==> src/rtl/mul_pkg.sv <==
// Shared types and helpers for the iterative shift-and-add multiplier.
// Holds the FSM state encoding, the configuration legality check and magnitude extraction.
package mul_pkg;

  typedef enum logic [1:0] {IDLE, CALC, SIGN, DONE} state_e;

  localparam int MAX_W = 64;

  function automatic bit step_legal(input int width, input int step);
    return (step == 1 || step == 2 || step == 4) && (width % step == 0) &&
           (width >= 4) && (width % 2 == 0) && (width <= MAX_W);
  endfunction

  // Low bits of the result are |v|; the most negative value maps onto its own unsigned pattern.
  function automatic logic [MAX_W-1:0] magnitude(input logic [MAX_W-1:0] v, input logic is_neg);
    return is_neg ? (~v + MAX_W'(1)) : v;
  endfunction

endpackage

==> src/rtl/pp_step.sv <==
// Combinational partial product: WIDTH-bit multiplicand times a STEP-bit multiplier digit.
module pp_step #(
  parameter int WIDTH = 32,
  parameter int STEP  = 1
) (
  input  logic [WIDTH-1:0]      mcand_i,
  input  logic [STEP-1:0]       digit_i,
  output logic [WIDTH+STEP-1:0] pp_o
);

  logic [WIDTH+STEP-1:0] term [STEP];

  for (genvar gi = 0; gi < STEP; gi++) begin : g_term
    assign term[gi] = (WIDTH+STEP)'(mcand_i & {WIDTH{digit_i[gi]}}) << gi;
  end

  always_comb begin
    pp_o = '0;
    for (int i = 0; i < STEP; i++) begin
      pp_o = pp_o + term[i];
    end
  end

endmodule

==> src/rtl/seq_shift_mul.sv <==
// Multi-cycle signed/unsigned multiplier retiring STEP multiplier bits per clock.
// Magnitudes are multiplied unsigned; the sign is applied in one extra SIGN cycle.
module seq_shift_mul
  import mul_pkg::*;
#(
  parameter int WIDTH = 32,
  parameter int STEP  = 1
) (
  input  logic               CLK,
  input  logic               RST,
  input  logic               in_valid,
  output logic               in_ready,
  input  logic [WIDTH-1:0]   in_a,
  input  logic [WIDTH-1:0]   in_b,
  input  logic               in_signed,
  input  logic               abort,
  output logic               out_valid,
  input  logic               out_ready,
  output logic [2*WIDTH-1:0] res,
  output logic               busy
);

  localparam int N  = WIDTH / STEP;
  localparam int CW = $clog2(N + 1);

  if (!step_legal(WIDTH, STEP)) begin : g_bad_cfg
    $error("seq_shift_mul: illegal WIDTH/STEP combination");
  end

  state_e               state_q;
  logic [WIDTH-1:0]     a_q;
  logic [WIDTH-1:0]     b_q;
  logic                 neg_q;
  logic [2*WIDTH-1:0]   acc_q;
  logic [2*WIDTH-1:0]   acc_d;
  logic [CW-1:0]        cnt_q;
  logic [WIDTH+STEP-1:0] pp;
  logic [2*WIDTH-1:0]   pp_shifted;

  pp_step #(.WIDTH(WIDTH), .STEP(STEP)) u_pp (
    .mcand_i (a_q),
    .digit_i (b_q[STEP-1:0]),
    .pp_o    (pp)
  );

  assign pp_shifted = (2*WIDTH)'(pp) << (int'(cnt_q) * STEP);
  assign acc_d      = acc_q + pp_shifted;

  always_ff @(posedge CLK or posedge RST) begin
    if (RST) begin
      state_q <= IDLE;
      a_q     <= '0;
      b_q     <= '0;
      neg_q   <= 1'b0;
      acc_q   <= '0;
      cnt_q   <= '0;
    end else begin
      case (state_q)
        IDLE: begin
          if (in_valid) begin
            a_q     <= WIDTH'(magnitude(MAX_W'(in_a), in_signed & in_a[WIDTH-1]));
            b_q     <= WIDTH'(magnitude(MAX_W'(in_b), in_signed & in_b[WIDTH-1]));
            neg_q   <= in_signed & (in_a[WIDTH-1] ^ in_b[WIDTH-1]);
            acc_q   <= '0;
            cnt_q   <= '0;
            state_q <= CALC;
          end
        end
        CALC: begin
          if (abort) begin
            state_q <= IDLE;
          end else begin
            acc_q <= acc_d;
            b_q   <= b_q >> STEP;
            cnt_q <= cnt_q + CW'(1);
            if (cnt_q == CW'(N - 1)) state_q <= SIGN;
          end
        end
        SIGN: begin
          if (abort) begin
            state_q <= IDLE;
          end else begin
            if (neg_q) acc_q <= ~acc_q + (2*WIDTH)'(1);
            state_q <= DONE;
          end
        end
        DONE: begin
          // abort alongside out_ready still discards the product
          if (abort || out_ready) state_q <= IDLE;
        end
      endcase
    end
  end

  assign in_ready  = (state_q == IDLE);
  assign out_valid = (state_q == DONE);
  assign busy      = (state_q != IDLE);
  assign res       = acc_q;

endmodule

==> config.mk <==
export PLATFORM = sky130hd
export DESIGN_NAME = seq_shift_mul
export DESIGN_NICKNAME = d
export VERILOG_FILES = /design/src/rtl/mul_pkg.sv /design/src/rtl/pp_step.sv /design/src/rtl/seq_shift_mul.sv
export SDC_FILE = /design/constraint.sdc
export NUM_CORES = 1
export LEC_CHECK = 0
export ABC_AREA = 0
export CORE_MARGIN = 2
export CORE_UTILIZATION = 54
export CTS_CLUSTER_DIAMETER = 100
export DETAILED_ROUTE_END_ITERATION = 12
export MAX_ROUTING_LAYER = met4
export PLACE_DENSITY = 0.79
export SLEW_MARGIN = 20
export SYNTH_ARGS = -nofsm -noshare
export SYNTH_HDL_FRONTEND = slang
export SYNTH_HIERARCHICAL = 1
export SYNTH_SLANG_ARGS = --single-unit
==> constraint.sdc <==
create_clock -name CLK -period 4.61 [get_ports CLK]
set_input_delay 0.922 -clock CLK [delete_from_list [all_inputs] [get_ports CLK]]
set_output_delay 0.922 -clock CLK [all_outputs]
set_load 0.03 [all_outputs]
==> summary.log, run 1 <==
INFO  run_status     status=complete, but fails checks
INFO  run_status     failing_checks=negative setup slack
INFO  power_and_ir_drop power_per_cell_area=753nW/um^2
INFO  timing         report.final.hold_viol_count=0
INFO  clock_network  cts.root.buffer_cell=sky130_fd_sc_hd__clkbuf_16
INFO  placement      routabilityCongestion=1.02
INFO  critical_path  crit_path_cell_trace=clkbuf_16 > and2_2 > mux4_2 > mux2_4 > mux2i_4 > nor2_1 > a21oi_2 > nor2_1 > ha_1 > a21o_1 > a21o_1 > a21oi_2 > o21ai_2 > a221oi_2 > nand4_1 > a211oi_2 > a2111oi_2 > buf_4 > o21a_1 > o31ai_1
INFO  logic_synthesis netlist_area_before_placement=14400squm
INFO  routing        drtAntennaViolNets=0
INFO  hold_path      hold_class=register to register
INFO  logic_synthesis postSynthAreaPerCell=7.56squm
INFO  cells_and_area synthToLayoutAreaGrowth=33.7%
INFO  floorplanning  ioPinCount=137
INFO  critical_path  cp_capture_type=register
INFO  floorplanning  placeableCoreArea=26100squm
INFO  cells_and_area diodes=0
INFO  logic_synthesis postSynthRegisterBits=137
INFO  clock_network  cts_buffer_count=17
INFO  timing         max_freq=213MHz
INFO  power_and_ir_drop internal_power=7.15mW
INFO  clock_network  clk_pin_slew=0.08ns
INFO  critical_path  timing.critical_path.from_type=register
INFO  grt            grt_pass1_vias=15200
INFO  critical_path  worst_ep_arrival_time=5.04ns
INFO  power_and_ir_drop clockPowerShare=10.5%
INFO  grt            gr_overflow_total=0
INFO  power_and_ir_drop power_frac_seq=15.9%
INFO  clock_network  cts-htree-levels=4
INFO  logic_synthesis asyncSetResetFlopFracSynth=100%
INFO  clock_network  clock-sinks=137
INFO  cells_and_area post-route-cell-area=19200squm
INFO  timing         worst_slack=-0.0833ns
INFO  routing        remaining_drc_errors=0
INFO  power_and_ir_drop swShare=50.5%
INFO  timing         tightest_pin_transition=0.958ns
INFO  logic_synthesis synthCells=1899
INFO  floorplanning  dieHeight=167microns
INFO  power_and_ir_drop netsw=7.30mW
INFO  power_and_ir_drop p_leak=8.11nW
INFO  clock_network  cts_max_path_buffers=2
INFO  critical_path  critPathSlowestCell=sky130_fd_sc_hd__mux4_2
INFO  routing        num_vias=16500
INFO  timing         timing.clock.skew=0.0256ns
INFO  logic_synthesis synth_edf_count=0
INFO  timing         min_period_over_period=102%
INFO  grt            antenna_found_initial=0
INFO  logic_synthesis synth_fp_nets=2041
INFO  routing        avgViaCountPerCell=6.47
INFO  power_and_ir_drop vdd_ir_drop_max=0.000420V
INFO  floorplanning  std_cell_rows=59
INFO  cells_and_area final_layout_size_suffix_gt1_share=23.5%
INFO  timing         rsz0062_at_grt=yes
INFO  logic_synthesis synth_warnings=6
INFO  grt            wire_length_of_the_first_global_routing_pass=79500microns
INFO  placement      portBuffers=136
INFO  floorplanning  dieWidth=167microns
INFO  timing         fin_crit=4.69ns
INFO  timing         timing.slew.headroom=36.1%
INFO  critical_path  r2r_cells=20
INFO  timing         worst_hold_slack=0.487ns
INFO  floorplanning  initial_core_util=55.1%
INFO  critical_path  critPathMaxStageDelay=0.51ns
INFO  placement      hpwl=37300microns
INFO  grt            grt_usage=36.0%
INFO  routing        wl=52200microns
INFO  clock_network  cts_tree=built
INFO  logic_synthesis synth.lib_cells_used.distinct=78
INFO  power_and_ir_drop comb_power_share=73.6%
INFO  hold_path      min_path_cells=2
INFO  grt            pin_count_of_the_biggest_net_entering_global_routing=91
INFO  timing         max_transition_viols_final=0
INFO  critical_path  type_of_the_setup_path_with_the_least_slack=register to register
INFO  logic_synthesis synth-seq-area-share=23.9%
INFO  timing         finalSetupViolCount=6
INFO  run            maxCapViolCount=0
INFO  placement      placedInstanceArea=17400squm
INFO  critical_path  critical_path_peak_fanout=16
INFO  routing        drt_iter0_markers=1925
INFO  floorplanning  fp.dieArea=27900squm
INFO  logic_synthesis synth_flop_cell=sky130_fd_sc_hd__dfrtp_1
INFO  clock_network  insertion_delay=0.45ns
INFO  cells_and_area nets=2346
INFO  routing        wire_per_inst=20.4microns
INFO  routing        drt-pass1-iter-count=6
INFO  critical_path  timing.critical_path.required=4.96ns
[cells in the mapped netlist, types with 8 or more instances]
cell type	instances	area share [%]
sky130_fd_sc_hd__o21ai_0	209	7.3
sky130_fd_sc_hd__a21oi_1	203	7.1
sky130_fd_sc_hd__nor2_1	188	4.9
sky130_fd_sc_hd__nand2_1	166	4.3
sky130_fd_sc_hd__dfrtp_1	137	24
sky130_fd_sc_hd__clkbuf_1	87	2.3
sky130_fd_sc_hd__ha_1	71	6.2
sky130_fd_sc_hd__nor3_1	62	2.2
sky130_fd_sc_hd__mux2i_1	61	4.3
sky130_fd_sc_hd__xnor2_1	57	3.5
sky130_fd_sc_hd__xor2_1	56	3.4
sky130_fd_sc_hd__inv_1	50	1.3
sky130_fd_sc_hd__a21o_1	41	2.1
sky130_fd_sc_hd__and2_2	32	1.7
sky130_fd_sc_hd__nand3_1	28	0.98
sky130_fd_sc_hd__o22ai_1	28	1.2
sky130_fd_sc_hd__a31oi_1	27	1.2
sky130_fd_sc_hd__or3_1	26	1.1
sky130_fd_sc_hd__nor4_1	23	1.0
sky130_fd_sc_hd__nand4_1	21	0.92
sky130_fd_sc_hd__mux2_2	20	1.6
sky130_fd_sc_hd__nand2b_1	20	0.87
sky130_fd_sc_hd__a22oi_1	19	0.99
sky130_fd_sc_hd__nor2b_1	18	0.78
sky130_fd_sc_hd__and2_1	17	0.74
sky130_fd_sc_hd__mux4_2	17	2.7
sky130_fd_sc_hd__o21bai_1	16	0.84
sky130_fd_sc_hd__a22o_1	15	0.92
sky130_fd_sc_hd__a211oi_1	14	0.73
sky130_fd_sc_hd__a32oi_1	13	0.79
sky130_fd_sc_hd__buf_1	13	0.34
sky130_fd_sc_hd__o31ai_1	13	0.68
sky130_fd_sc_hd__or4_1	13	0.68
sky130_fd_sc_hd__or2_2	11	0.48
sky130_fd_sc_hd__and3_1	10	0.44
sky130_fd_sc_hd__o21a_1	8	0.42
[final timing paths]
path                                     start                   to  slack, ns
setup / recovery            b_q[0]$_DFFE_PP0P_  res[57]$_DFFE_PP0P_      -0.08
hold / removal             b_q[30]$_DFFE_PP0P_  b_q[30]$_DFFE_PP0P_       0.49
setup reg to reg            b_q[0]$_DFFE_PP0P_  res[57]$_DFFE_PP0P_      -0.08
hold reg to reg            b_q[30]$_DFFE_PP0P_  b_q[30]$_DFFE_PP0P_       0.49
max in group asynchronous                  RST  res[46]$_DFFE_PP0P_       2.83
min in group asynchronous                  RST   res[5]$_DFFE_PP0P_       0.98
[cell type report]
type / instances / area (sq um)
repair buffers: 396 / 3420
well taps: 335 / 419
inverters: 53 / 204
clock buffers: 17 / 425
multi-input cells: 1599 / 11100
flip-flops and latches: 137 / 3440
fillers: 2023 / 6860
clock inverters: 15 / 194
[power groups by stage]
stage	logic, mW	clock network, mW	registers (mW)
3_3_place_gp	9.11	0	2.27
2_1_floorplan	5.43	0	2.43
6_report	10.6	1.52	2.30
3_5_place_dp	9.33	0	2.29
4_1_cts	9.68	1.52	2.26
5_1_grt	11.3	1.57	2.36
[kinds of logic after synthesis]
family / count (synthesis) / synth area share [%]
AND/OR/NAND/NOR: 665 / 23.1
AO/OA/AOI/OAI: 650 / 27.0
buffers and inverters: 163 / 4.38
flip-flops: 137 / 23.9
XOR/XNOR: 113 / 6.89
multiplexers: 98 / 8.49
adder cells (fa/ha/maj): 72 / 6.33
other: 1 / 0.0261
[placed cells by master (no fill, tap or decap), types with 21 or more instances in the layout]
master and n:
sky130_fd_sc_hd__buf_4 251, sky130_fd_sc_hd__o21ai_0 184, sky130_fd_sc_hd__nor2_1 181, sky130_fd_sc_hd__a21oi_1 176
sky130_fd_sc_hd__nand2_1 163, sky130_fd_sc_hd__clkdlybuf4s50_1 136, sky130_fd_sc_hd__dfrtp_1 133, sky130_fd_sc_hd__nor3_1 62
sky130_fd_sc_hd__ha_1 58, sky130_fd_sc_hd__xor2_1 55, sky130_fd_sc_hd__xnor2_1 55, sky130_fd_sc_hd__inv_1 49
sky130_fd_sc_hd__a21o_1 41, sky130_fd_sc_hd__mux2i_1 40, sky130_fd_sc_hd__nand3_1 26, sky130_fd_sc_hd__a21oi_2 26
sky130_fd_sc_hd__or3_1 25, sky130_fd_sc_hd__o22ai_1 25, sky130_fd_sc_hd__and2_2 24, sky130_fd_sc_hd__a31oi_1 24
sky130_fd_sc_hd__nor4_1 23, sky130_fd_sc_hd__nand4_1 21
[what timing repair did]
item | in CTS | in global routing
pin swaps | 22 | 35
hold buffers | 0 | 0
setup buffers | 30 | 17
gates resized for setup | 49 | 138
setup endpoints to repair | 31 | 36
cloned | 0 | 1
[registers in the layout, indices dropped and copies added, names as in the netlist]
signal   flops
res         64
neg_q        1
cnt_q        6
a_q         32
state_q      2
b_q         32
[critical path, delay by kind of cell, from the launching register on]
| kind | cells | cell delay (ns) |
|---|---|---|
| adders and majority gates | 1 | 0.31 |
| buffers and inverters | 2 | 0.33 |
| muxes | 3 | 1.00 |
| and+or+nand+nor | 4 | 0.58 |
| AOI/OAI and AO/OA | 10 | 1.92 |
| DFF | 1 | 0.45 |
[stage by stage]
| step | instances | setup TNS, ns | utilization, % | worst slack [ns] | total power, mW |
|---|---|---|---|---|---|
| global placement | 2472 | -2.26 | 66.9 | -0.261 | 11.4 |
| detailed placement | 2472 | -4.67 | 66.9 | -0.399 | 11.6 |
| global route | 2552 | -2.23 | 73.7 | -0.190 | 15.3 |
| finish | 2552 | -0.232 | 73.7 | -0.0833 | 14.5 |
| floorplan | 1899 | 0 | - | 0.0167 | 7.86 |
| CTS | 2534 | -0.0387 | 70.9 | -0.0373 | 13.5 |
[routing by layer]
metal,GRT usage [%],vias up,wire length (microns)
li1,-,7598,-
met1,46.2,7813,20900
met2,56.1,910,24200
met3,4.73,178,4350
met4,17.7,0,2730
met5,-,-,0
Power figures use the tool's default switching activity.
==> inputs of run 2 (changes only) <==
- CORE_MARGIN: 2 -> unset
==> run 2 against run 1 <==
Against the previous run:
- the flow still finishes with violations (negative setup slack)
- clock power is 6% higher
- core utilization fell by 0.98 points
- sequential power is essentially flat
- global-route usage is 1.5 points higher
- first-iteration DRC count is 12% lower
- largest power group unchanged
==> summary.log, run 2 (synthesis results as in run 1) <==
INFO  timing         rsz0062_at_grt=yes
INFO  run            maxCapViolCount=0 [unchanged]
INFO  grt            grt_pass1_vias=14800 [-2.8%]
INFO  placement      numPlacedInstances=2484 [+0.49%]
INFO  clock_network  insertion_delay=0.44ns [about the same]
INFO  critical_path  type_of_the_setup_path_with_the_least_slack=register to register
INFO  clock_network  cts.root.buffer_cell=sky130_fd_sc_hd__clkbuf_16
INFO  timing         finalSetupViolCount=12 [+6]
INFO  hold_path      holdCritStartpoint=b_q[10]$_DFFE_PP0P_
INFO  routing        drt_iter0_markers=1696 [-12%]
INFO  clock_network  clk_pin_slew=0.07ns [about the same]
INFO  grt            wire_length_of_the_first_global_routing_pass=77800microns [-2.1%]
INFO  cells_and_area most-common-layout-cells=242 x sky130_fd_sc_hd__buf_4, 186 x sky130_fd_sc_hd__a21oi_1, 185 x sky130_fd_sc_hd__o21ai_0
INFO  grt            pin_count_of_the_biggest_net_entering_global_routing=92 [+1.1%]
INFO  cells_and_area synthToLayoutAreaGrowth=31.9%
INFO  grt            gr_overflow_total=0 [unchanged]
INFO  critical_path  critPathSlowestCell=sky130_fd_sc_hd__mux4_2
INFO  critical_path  timing.critical_path.required=4.98ns [+0.02 ns]
INFO  routing        wire_per_inst=19.6microns [-4.3%]
INFO  placement      hpwl=36900microns [-1.1%]
INFO  power_and_ir_drop vdd_ir_drop_max=0.000482V [+15%]
INFO  timing         timing.clock.skew=0.0164ns [-0.00925 ns]
INFO  timing         max_freq=210MHz [-1.4%]
INFO  timing         timing.slew.headroom=33.9% [-2.3 points]
INFO  clock_network  cts-htree-levels=4 [unchanged]
INFO  grt            antenna_found_initial=0 [unchanged]
INFO  timing         tightest_pin_transition=0.992ns [+0.0339 ns]
INFO  timing         min_period_over_period=103% [+1.4 points]
INFO  critical_path  crit_path_cell_trace=buf_12 > and2_2 > mux4_2 > mux2i_2 > nand2_1 > nand2_2 > nor2_1 > a31oi_1 > nor2_1 > ha_1 > a21oi_2 > o21ai_1 > nor2_1 > o211ai_1 > a21oi_2 > o21bai_2 > a211oi_2 > buf_4 > o221ai_4 > or4_1 > nand3_1
INFO  floorplanning  placeableCoreArea=26100squm [unchanged]
INFO  cells_and_area number_of_flip_flops_in_the_largest_register=64 [unchanged]
INFO  timing         max_transition_viols_final=0 [unchanged]
INFO  clock_network  cts_tree=built
INFO  clock_network  clock-sinks=137 [unchanged]
INFO  placement      placedInstanceArea=17500squm [+0.44%]
INFO  critical_path  critical_path_peak_fanout=33 [+17]
INFO  timing         report.final.hold_viol_count=0 [unchanged]
INFO  timing         worst_hold_slack=0.486ns [-0.000479 ns]
INFO  routing        avgViaCountPerCell=6.32 [-2.2%]
INFO  grt            grt_usage=37.5% [+1.5 points]
INFO  clock_network  cts_buffer_count=17 [unchanged]
INFO  timing         fin_crit=4.76ns [+0.0646 ns]
INFO  floorplanning  initial_core_util=55.1% [unchanged]
INFO  placement      routabilityCongestion=1.06 [+4.2%]
INFO  critical_path  critPathMaxStageDelay=0.53ns [+0.02 ns]
INFO  clock_network  postCtsHoldBufs=0 [unchanged]
INFO  power_and_ir_drop p_total=14.3mW [-1.3%]
INFO  routing        drtAntennaViolNets=0 [unchanged]
INFO  routing        drt-pass1-iter-count=5 [-1]
INFO  cells_and_area diodes=0 [unchanged]
INFO  run_status     failing_checks=negative setup slack
INFO  floorplanning  ioPinCount=137 [unchanged]
INFO  cells_and_area layout.cells.most_common=sky130_fd_sc_hd__buf_4
INFO  power_and_ir_drop power_per_cell_area=753nW/um^2 [about the same]
INFO  timing         tns=-0.857ns [-0.625 ns]
INFO  critical_path  critical_path.most_common_cell=sky130_fd_sc_hd__nor2_1
INFO  critical_path  reg2reg_from=b_q[0]$_DFFE_PP0P_
INFO  cells_and_area post-route-cell-area=18900squm [-1.3%]
INFO  power_and_ir_drop p_leak=8.03nW [-0.98%]
INFO  cells_and_area final_layout_size_suffix_gt1_share=22.2% [-1.4 points]
INFO  cells_and_area finalCoreUtilization=72.7% [-0.98 points]
INFO  routing        num_vias=16100 [-2.6%]
INFO  run_status     status=complete, but fails checks
INFO  hold_path      hold_class=register to register
INFO  placement      dpl_worst_slack=-0.422ns [-0.0231 ns]
INFO  clock_network  cts_max_path_buffers=2 [unchanged]
INFO  critical_path  worst_ep_arrival_time=5.13ns [+0.09 ns]
INFO  cells_and_area final_cells=2543 [-0.35%]
INFO  floorplanning  dieHeight=165microns [-1.2%]
INFO  placement      portBuffers=136 [unchanged]
INFO  critical_path  worstSetupStartpoint=b_q[0]$_DFFE_PP0P_
INFO  timing         worst_slack=-0.148ns [-0.0646 ns]
INFO  cells_and_area nets=2337 [-0.38%]
INFO  floorplanning  dieWidth=165microns [-1.2%]
INFO  routing        wl=49700microns [-4.7%]
INFO  floorplanning  fp.dieArea=27200squm [-2.4%]
INFO  critical_path  cp_capture_type=register
INFO  routing        remaining_drc_errors=0 [unchanged]
INFO  critical_path  timing.critical_path.from_type=register
INFO  floorplanning  std_cell_rows=59 [unchanged]
[run 2: changes by cell type in the layout (fill, tap and decap cells not counted), moves of 4 or more]
cell / before / now
sky130_fd_sc_hd__a21oi_1: 176 / 186
sky130_fd_sc_hd__a21oi_2: 26 / 16
sky130_fd_sc_hd__and2_2: 24 / 29
sky130_fd_sc_hd__and2_4: 11 / 6
sky130_fd_sc_hd__buf_4: 251 / 242
sky130_fd_sc_hd__ha_1: 58 / 63
sky130_fd_sc_hd__ha_4: 10 / 6
sky130_fd_sc_hd__mux2i_1: 40 / 36
sky130_fd_sc_hd__mux2i_2: 12 / 23
sky130_fd_sc_hd__mux2i_4: 9 / 2
sky130_fd_sc_hd__o21ai_1: 14 / 21
sky130_fd_sc_hd__o21ai_2: 14 / 6
[run 2: report_power, final]
part | internal, mW | switching, mW | leakage, nW
logic | 4.51 | 5.87 | 5.95
registers | 1.70 | 0.582 | 1.75
clock network | 0.936 | 0.671 | 0.323
[run 2: final cells by class]
type,count,area [sq um]
timing repair buffer,387,3330
inverter,53,204
clock inverter,15,229
sequential,137,3430
fill,2018,7120
clock buffer,17,425
tap,335,419
multi-input combinational,1599,10900
[run 2: critical path: cells and delay by family, from the launching register on]
family,cells,cell delay [ns]
AND/OR/NAND/NOR,8,1.27
multiplexers,2,0.77
flip-flops,1,0.39
adder cells (fa/ha/maj),1,0.36
buffers and inverters,2,0.32
AO/OA/AOI/OAI,8,1.58
[run 2: repair_timing]
action | 4_1_cts | 5_1_grt
buffers inserted | 13 | 14
endpoints found under the hold margin | 0 | 0
setup endpoints to repair | 32 | 38
pin swaps | 16 | 31
resized for setup | 36 | 107
[run 2: path summary, 6_finish.rpt]
path	to	slack, ns	cells after the start
min in group asynchronous	a_q[14]$_DFFE_PP0P_	1.01	2
max in group asynchronous	res[43]$_DFFE_PP0P_	2.82	3
setup reg to reg	res[59]$_DFFE_PP0P_	-0.15	21
hold / removal	b_q[10]$_DFFE_PP0P_	0.49	2
setup / recovery	res[59]$_DFFE_PP0P_	-0.15	21
hold reg to reg	b_q[10]$_DFFE_PP0P_	0.49	2
[run 2: metal layers]
| metal | GRT usage (%) | vias to the layer above | part of all wire [%] |
|---|---|---|---|
| li1 | - | 7564 | - |
| met3 | 4.57 | 146 | 6.6 |
| met4 | 15.9 | 0 | 3.9 |
| met2 | 58.4 | 734 | 46 |
| met5 | - | - | 0 |
| met1 | 49.2 | 7629 | 43 |
